`src/rtl/prod_acc.sv`:
```
//------------------------------------------------------------------------------
// prod_acc
//
// Signed product accumulator for the 4x4 signed multiplier. After an accepted
// start it sums a programmed number of 8-bit two's-complement products (one
// per in_valid/in_ready transfer) into an ACC_W-bit signed accumulator. The
// total is then offered on a valid/ready result handshake.
//
// Build option:
//   PROD_ACC_SAT_EN  defined   -> acc saturates to the ACC_W signed limits
//                               when a sum goes out of range
//                    undefined -> acc wraps modulo 2^ACC_W
//   In both builds ovf is a sticky out-of-range flag that is cleared by the
//   next accepted start.
//
// Parameters:
//   ACC_W      accumulator width in bits, two's complement. Legal range 8..16.
//
// Ports:
//   clk        rising-edge clock
//   rst        synchronous, active-high reset
//   start      begin a new accumulation; sampled only in IDLE
//   n_terms    number of products to accumulate (0..15); latched on start
//   in_valid   prod is valid this cycle
//   prod       signed 8-bit product
//   in_ready   block accepts prod this cycle (state decode)
//   acc        running/final signed sum
//   ovf        sticky overflow flag for the current accumulation
//   busy       high in ACC or DONE
//   out_valid  acc holds the final result (state decode)
//   out_ready  consumer takes the result
//------------------------------------------------------------------------------
// state | meaning
// ------+--------------------------------------------------------------
// IDLE  | waiting for start; acc/ovf keep the last result
// ACC   | in_ready=1, summing one product per transfer, counting down
// DONE  | out_valid=1, acc frozen until out_ready
//------------------------------------------------------------------------------
module prod_acc #(
  parameter int ACC_W = 10
) (
  input  logic             clk,
  input  logic             rst,
  input  logic             start,
  input  logic [3:0]       n_terms,
  input  logic             in_valid,
  input  logic [7:0]       prod,
  output logic             in_ready,
  output logic [ACC_W-1:0] acc,
  output logic             ovf,
  output logic             busy,
  output logic             out_valid,
  input  logic             out_ready
);

  typedef enum logic [1:0] {
    S_IDLE = 2'd0,
    S_ACC  = 2'd1,
    S_DONE = 2'd2
  } state_t;

  localparam logic [ACC_W-1:0] ACC_MAX = {1'b0, {(ACC_W-1){1'b1}}};
  localparam logic [ACC_W-1:0] ACC_MIN = {1'b1, {(ACC_W-1){1'b0}}};

  state_t           state_q, state_d;
  logic [3:0]       cnt_q, cnt_d;
  logic [ACC_W-1:0] acc_q, acc_d;
  logic             ovf_q, ovf_d;

  logic [ACC_W:0]   sum_ext;
  logic             sum_ovf;
  logic [ACC_W-1:0] sum_wr;
  logic             last_term;

  // One guard bit above the accumulator: the sum of an in-range ACC_W value
  // and an 8-bit product always fits in ACC_W+1 bits, so a disagreement
  // between the two top bits is exactly the out-of-range condition.
  assign sum_ext = {acc_q[ACC_W-1], acc_q} + {{(ACC_W-7){prod[7]}}, prod};
  assign sum_ovf = sum_ext[ACC_W] ^ sum_ext[ACC_W-1];

`ifdef PROD_ACC_SAT_EN
  // The guard bit carries the true sign of the sum, so it picks the rail.
  assign sum_wr = !sum_ovf ? sum_ext[ACC_W-1:0] :
                  (sum_ext[ACC_W] ? ACC_MIN : ACC_MAX);
`else
  assign sum_wr = sum_ext[ACC_W-1:0];
`endif

  // Terminal count: the transfer that consumes the last remaining term.
  assign last_term = (cnt_q == 4'd1);

  always_ff @(posedge clk) begin
    if (rst) begin
      state_q <= S_IDLE;
      cnt_q   <= 4'd0;
      acc_q   <= '0;
      ovf_q   <= 1'b0;
    end else begin
      state_q <= state_d;
      cnt_q   <= cnt_d;
      acc_q   <= acc_d;
      ovf_q   <= ovf_d;
    end
  end

  always_comb begin
    state_d = state_q;
    cnt_d   = cnt_q;
    acc_d   = acc_q;
    ovf_d   = ovf_q;
    case (state_q)
      S_IDLE: begin
        if (start) begin
          cnt_d   = n_terms;
          acc_d   = '0;
          ovf_d   = 1'b0;
          state_d = (n_terms == 4'd0) ? S_DONE : S_ACC;
        end
      end
      S_ACC: begin
        if (in_valid) begin
          acc_d = sum_wr;
          ovf_d = ovf_q | sum_ovf;
          cnt_d = cnt_q - 4'd1;
          if (last_term) begin
            state_d = S_DONE;
          end
        end
      end
      S_DONE: begin
        if (out_ready) begin
          state_d = S_IDLE;
        end
      end
      default: begin
        state_d = S_IDLE;
      end
    endcase
  end

  // Handshake outputs are pure decodes of the state register, so neither
  // depends combinationally on in_valid or out_ready.
  assign in_ready  = (state_q == S_ACC);
  assign out_valid = (state_q == S_DONE);
  assign busy      = (state_q != S_IDLE);
  assign acc       = acc_q;
  assign ovf       = ovf_q;

endmodule

```
`config.mk`:
```
export PLATFORM = sky130hd
export DESIGN_NAME = prod_acc
export DESIGN_NICKNAME = d
export VERILOG_FILES = /design/src/rtl/prod_acc.sv
export SDC_FILE = /design/constraint.sdc
export NUM_CORES = 1
export LEC_CHECK = 0
export ABC_CLOCK_PERIOD_IN_PS = 3400
export BUFFER_PORTS_ARGS = -buffer_cell sky130_fd_sc_hd__buf_2
export CAP_MARGIN = 20
export CORE_ASPECT_RATIO = 1.1
export CORE_MARGIN = 1.5
export CORE_UTILIZATION = 45
export DETAILED_ROUTE_END_ITERATION = 6
export HOLD_SLACK_MARGIN = 0.05
export PLACE_DENSITY = 0.77
export SLEW_MARGIN = 20
export SYNTH_ARGS = -nofsm -noshare
export SYNTH_HDL_FRONTEND = slang
export SYNTH_SLANG_ARGS = --single-unit
```
`constraint.sdc`:
```
create_clock -name clk -period 3.4 [get_ports clk]
set_clock_uncertainty 0.15 [all_clocks]
set_input_delay 0.34 -clock clk [delete_from_list [all_inputs] [get_ports clk]]
set_output_delay 0.34 -clock clk [all_outputs]
set_load 0.05 [all_outputs]
```
== Word-level counts from Yosys, hierarchy flattened ==
Index checks and enable logic that the tools add are counted.
Operators by class
  reductions and logical operators: 6
  mux-type cells: 15
  eq/ne operators: 7
  add/sub/neg operators: 2
  bitwise logic cells: 2
Operators with widths (number)
  two-way mux 10 bit: 2
  case mux 10 bit (2 select lines): 1
  adder 10 x 8 -> 11 bit: 1
  two-way mux 2 bit: 5
  two-way mux 4 bit: 2
  case mux 4 bit (2 select lines): 1
  case mux 2 bit (3 select lines): 1
  == test 4 x 1 -> 1 bit, second input constant: 1
  zero test 4 bit: 1
  inequality test 2 x 1 -> 1 bit, second input constant: 2
  inequality test 2 bit, second input constant: 2
  AND reduction 4 bit: 1
  nonzero test 2 bit: 2
  subtractor 4 x 1 -> 4 bit, second input constant: 1
  AND reduction 3 bit: 1
  == test 2 x 1 -> 1 bit, second input constant: 1
  == test 2 bit, second input constant: 1
  zero test 2 bit: 1
  two-way mux 1 bit: 2
  case mux 1 bit (2 select lines): 1
  bitwise OR 1 bit: 1
  XOR 1 bit: 1
Storage, ports and cells
  logic and storage cells: 36
  flip-flop bits (word level): 17
  output and inout port bits: 14

== Depth between registers and ports, before layout ==
  word-level depth: 5
  depth in mapped cells: 9

== Worst setup path after synthesis ==
Ideal clock, no wire load.
  path type: flip-flop to flip-flop
  from: reg acc_q[0], in the netlist acc[0]
  to: reg acc_q[8], in the netlist acc[8]
  cell stages (with the launch flop): 10
  arrival time: 2.266 ns
  period minus slack after synthesis: 2.533 ns
  setup slack: 0.867 ns
  path buffers: 0
  library setup time: 0.117 ns
  required time: 3.133 ns
  cells stage by stage: dfxtp_1 > ha_1 > inv_1 > fa_1 > and2b_1 > nor3_1 > o21a_1 > o21ai_0 > xor2_1 > a22o_1
Between the ends
  longest elaborated chain between the ends: 3
Ends and longest elaborated chain
  start, declared: RTL line 67  | logic [ACC_W-1:0] acc_q, acc_d;
  start signal, assigned: RTL line 96  | acc_q <= '0;
  start signal, assigned: RTL line 101  | acc_q <= acc_d;
  adder 10 x 8 -> 11 bit: RTL line 78  | assign sum_ext = {acc_q[ACC_W-1], acc_q} + {{(ACC_W-7){prod[7]}}, prod};
  two-way mux 10 bit: RTL line 121  | if (in_valid) begin
  case mux 10 bit (2 select lines): RTL line 111  | case (state_q)
No other way between the ends. The select of a mux whose other input is x is not followed.
A chain may end at the register's enable or synchronous reset.

== Worst setup path in the final report ==
  from: reg acc_q[0], in the netlist acc[0]
  to: reg ovf_q, in the netlist ovf
Between the ends
  longest elaborated chain between the ends: 5
Ends and longest elaborated chain
  adder 10 x 8 -> 11 bit: RTL line 78
  XOR 1 bit: RTL line 79  | assign sum_ovf = sum_ext[ACC_W] ^ sum_ext[ACC_W-1];
  bitwise OR 1 bit: RTL line 123  | ovf_d = ovf_q | sum_ovf;
  two-way mux 1 bit: RTL line 121
  case mux 1 bit (2 select lines): RTL line 111
  end signal, assigned: RTL line 102  | ovf_q <= ovf_d;
  end, declared: RTL line 68  | logic ovf_q, ovf_d;
No other way between the ends. The select of a mux whose other input is x is not followed.

==> results.md <==
- Layout cells sized above 1: 0.259
- Drt total wl: 2640 um
- EDFF count, synth: 0
- Total die area: 2850 um^2
- Starting DRT DRC Count: 17
- Clock Power Share: 0.236
- GRT Util Overall: 0.203
- Highest metal used: met4
- WP depth: 9
- Worst-skew pair later-pin latency: 310 ps
- Max Freq: 0.434 GHz
- N_diodes: 0
- Largest net degree at the start of global routing: 17
- Cts bufs inserted: 3
- I/O Buffers: 30
- Rows: 18
- GPL Wtd Cong: 0.826
- Nets: 193
- CP required: 3450 ps
- Rel. slew slack: 0.619
- Startpoint types: flip-flop
- Maximum vdd drop: 203 uV
- PwrDens: 366 nW/um^2
- Vias post-DR: 1,068
- Antenna violation net count after detailed routing: 0
- Met3 wire length: 144 um
- Slowest CP cell: fa_1
- Root buffer cell: clkbuf_4
- Setup TNS: 0 ps
- Starting density of the core: 0.492
- Post-CTS Setup Repair Bufs: 0
- Place WS: 1060 ps
- Final Cycle Share: 0.677
- Mapped Cells: 131
- WL met2: 1270 um
- Die width: 51.0 um
- Sequential area share after synthesis: 0.298
- Synthesized net count: 161
- P&R area growth vs syn: 17.5%
- Setup violators final: 0
- Gr ovfl total: 0
- Crit-path leading delay family: compound AO/OA/AOI/OAI gates
- Worst slew pin tran: 569 ps
- Internal Power: 0.312 mW
- Setup slack after layout: 1100 ps
- Hold Crit Depth: 3
- Clock net sink count: 17
- Crit-path max cell delay: 400 ps
- Die H: 55.8 um
- Asr flop ratio synth: 0
- Vias in the first global route: 1,035
- Post-route DRC: 0
- R2R cell count: 9
- HPWL after DPL: 2030 um
- Initial antenna violation count: 0
- Leak: 0.641 nW
- Status: completed
- Kind of critical path: flip-flop to flip-flop
- CP Max Fanout: 3
- Avg WL per Cell: 13.8 um
- First-pass iteration count of the detailed router: 4
- Post-CTS Hold Buffers: 0
- Global-route wire length before repair: 4370 um
- Yosys reg bits: 17
- Dominant synthesized flop cell: dfxtp_1
- Core Footprint: 2320 um^2
- Fillers: 227
- Num ports: 31
- Arrival time worst endpoint: 2350 ps
- Share of power burned in registers: 0.454
- Post-Syn Area: 1140 um^2
- Vias per Instance: 5.56
- Combinational share of power: 0.309
- CP endpoint kind: flip-flop
- Switching Power: 0.179 mW
- Max Slew Vio Count: 0
- Count of final hold-check violations: 0
- Final min period: 2300 ps
- Yosys warning total: 0
- Switching share of power: 0.365
- Hold Crit Class: primary input to flip-flop
- Met1 Routed Length: 1150 um
- Finished Core Util: 0.579
- TritonCTS clock tree: done
- H-tree lvl count: 1
- Distinct cells, synth: 41
- Syn_area_per_cell: 8.72 um^2
- RSZ-0062 raised after global routing: no
- Worst-path clk slew: 110 ps
- Max_cap viols: 0
- Buffer and inverter count on the worst path: 1
- Critical path, cell by cell: ha_1 -> inv_1 -> fa_1 -> and2b_1 -> nor3_1 -> o21a_1 -> o21ai_0 -> xnor2_1 -> a22o_1
- Post-CTS sizing: 0
- Clock Tree Buf Depth: 2
area by class of cell:
class	instances	area (um^2)	area share
clock buffers	3	22.5	0.0168
clock inverters	1	5.00	0.00373
inverters	7	26.3	0.0196
flip-flops and latches	17	340	0.253
multi-input cells	104	761	0.567
repair buffers	30	150	0.112
well taps	30	37.5	0.0280
metrics by stage:
stage                     power, mW  cell area (um^2)  hold WS, ps  cells
final                         0.491              1340          132    192
after global routing          0.516              1340          151    192
after CTS                     0.492              1340          137    192
after detailed placement      0.379              1320          313    188
after global placement        0.374              1320          304    188
after floorplan               0.342              1140          317    131
sequential cells by signal, summed over array words and instances (netlist names):
signal and flops:
acc 10, cnt_q 4, ovf 1, state_q 2
routing by layer:
metal  track usage  vias to the layer above
met5             0                        -
met4         0.116                        0
met3        0.0403                        8
met2         0.349                       29
met1         0.226                      493
li1              -                      538
power by group through the flow:
stage | clock network [mW] | registers (mW) | logic, mW
after floorplan | 0 | 0.244 | 0.0972
after CTS | 0.117 | 0.223 | 0.152
after global placement | 0 | 0.227 | 0.147
after detailed placement | 0 | 0.227 | 0.151
after global routing | 0.125 | 0.225 | 0.166
final | 0.116 | 0.223 | 0.152
final timing paths:
path,startpoint,end,slack [ps]
min reg2reg,acc[4]$_SDFFE_PP0P_,acc[4]$_SDFFE_PP0P_,320
max reg2reg,acc[0]$_SDFFE_PP0P_,ovf$_SDFFE_PP0P_,1100
min,n_terms[1],cnt_q[1]$_SDFFE_PP0P_,130
max,acc[0]$_SDFFE_PP0P_,ovf$_SDFFE_PP0P_,1100
cells in the final DEF (no fill, tap or decap), drive strengths merged, types with 2 or more instances in the layout:
cell,n
inv,7
nor3,2
a21o,3
ha,12
o21a,2
nand4,3
nor2,20
dfxtp,17
nand2,7
xnor2,7
clkbuf,3
buf,30
xor2,2
a221oi,3
nand3,2
a21oi,10
a22o,4
nor4,2
o21ai,4
a22oi,5
kinds of logic after synthesis:
kind of cell	Yosys count	share of synthesized area
compound gates	36	0.228
xor+xnor	9	0.0690
fa+ha+maj	13	0.149
buf+inv	10	0.0361
flops	17	0.298
mux	1	0.00986
simple gates	45	0.210
worst register-to-register path, stage by stage, from the launching register on:
cell	delay, ps
dfxtp_1	360
ha_1	170
inv_1	60
fa_1	400
and2b_1	230
nor3_1	50
o21a_1	220
o21ai_0	240
xnor2_1	110
a22o_1	210
synth_stat cells, types with 2 or more instances:
library cell | count | area (um^2)
a21o_1 | 3 | 22.5
nor3_1 | 2 | 10.0
nor2_1 | 19 | 71.3
nor4_1 | 2 | 12.5
xor2_1 | 2 | 17.5
o21a_1 | 2 | 15.0
dfxtp_1 | 17 | 340
a22o_1 | 4 | 35.0
nand2_1 | 7 | 26.3
a21oi_1 | 10 | 50.1
ha_1 | 12 | 150
inv_1 | 7 | 26.3
nand4_1 | 2 | 12.5
xnor2_1 | 7 | 61.3
a221oi_1 | 2 | 17.5
a22oi_1 | 5 | 37.5
o21ai_0 | 4 | 20.0
No activity file was read; power rests on OpenSTA's default activity.
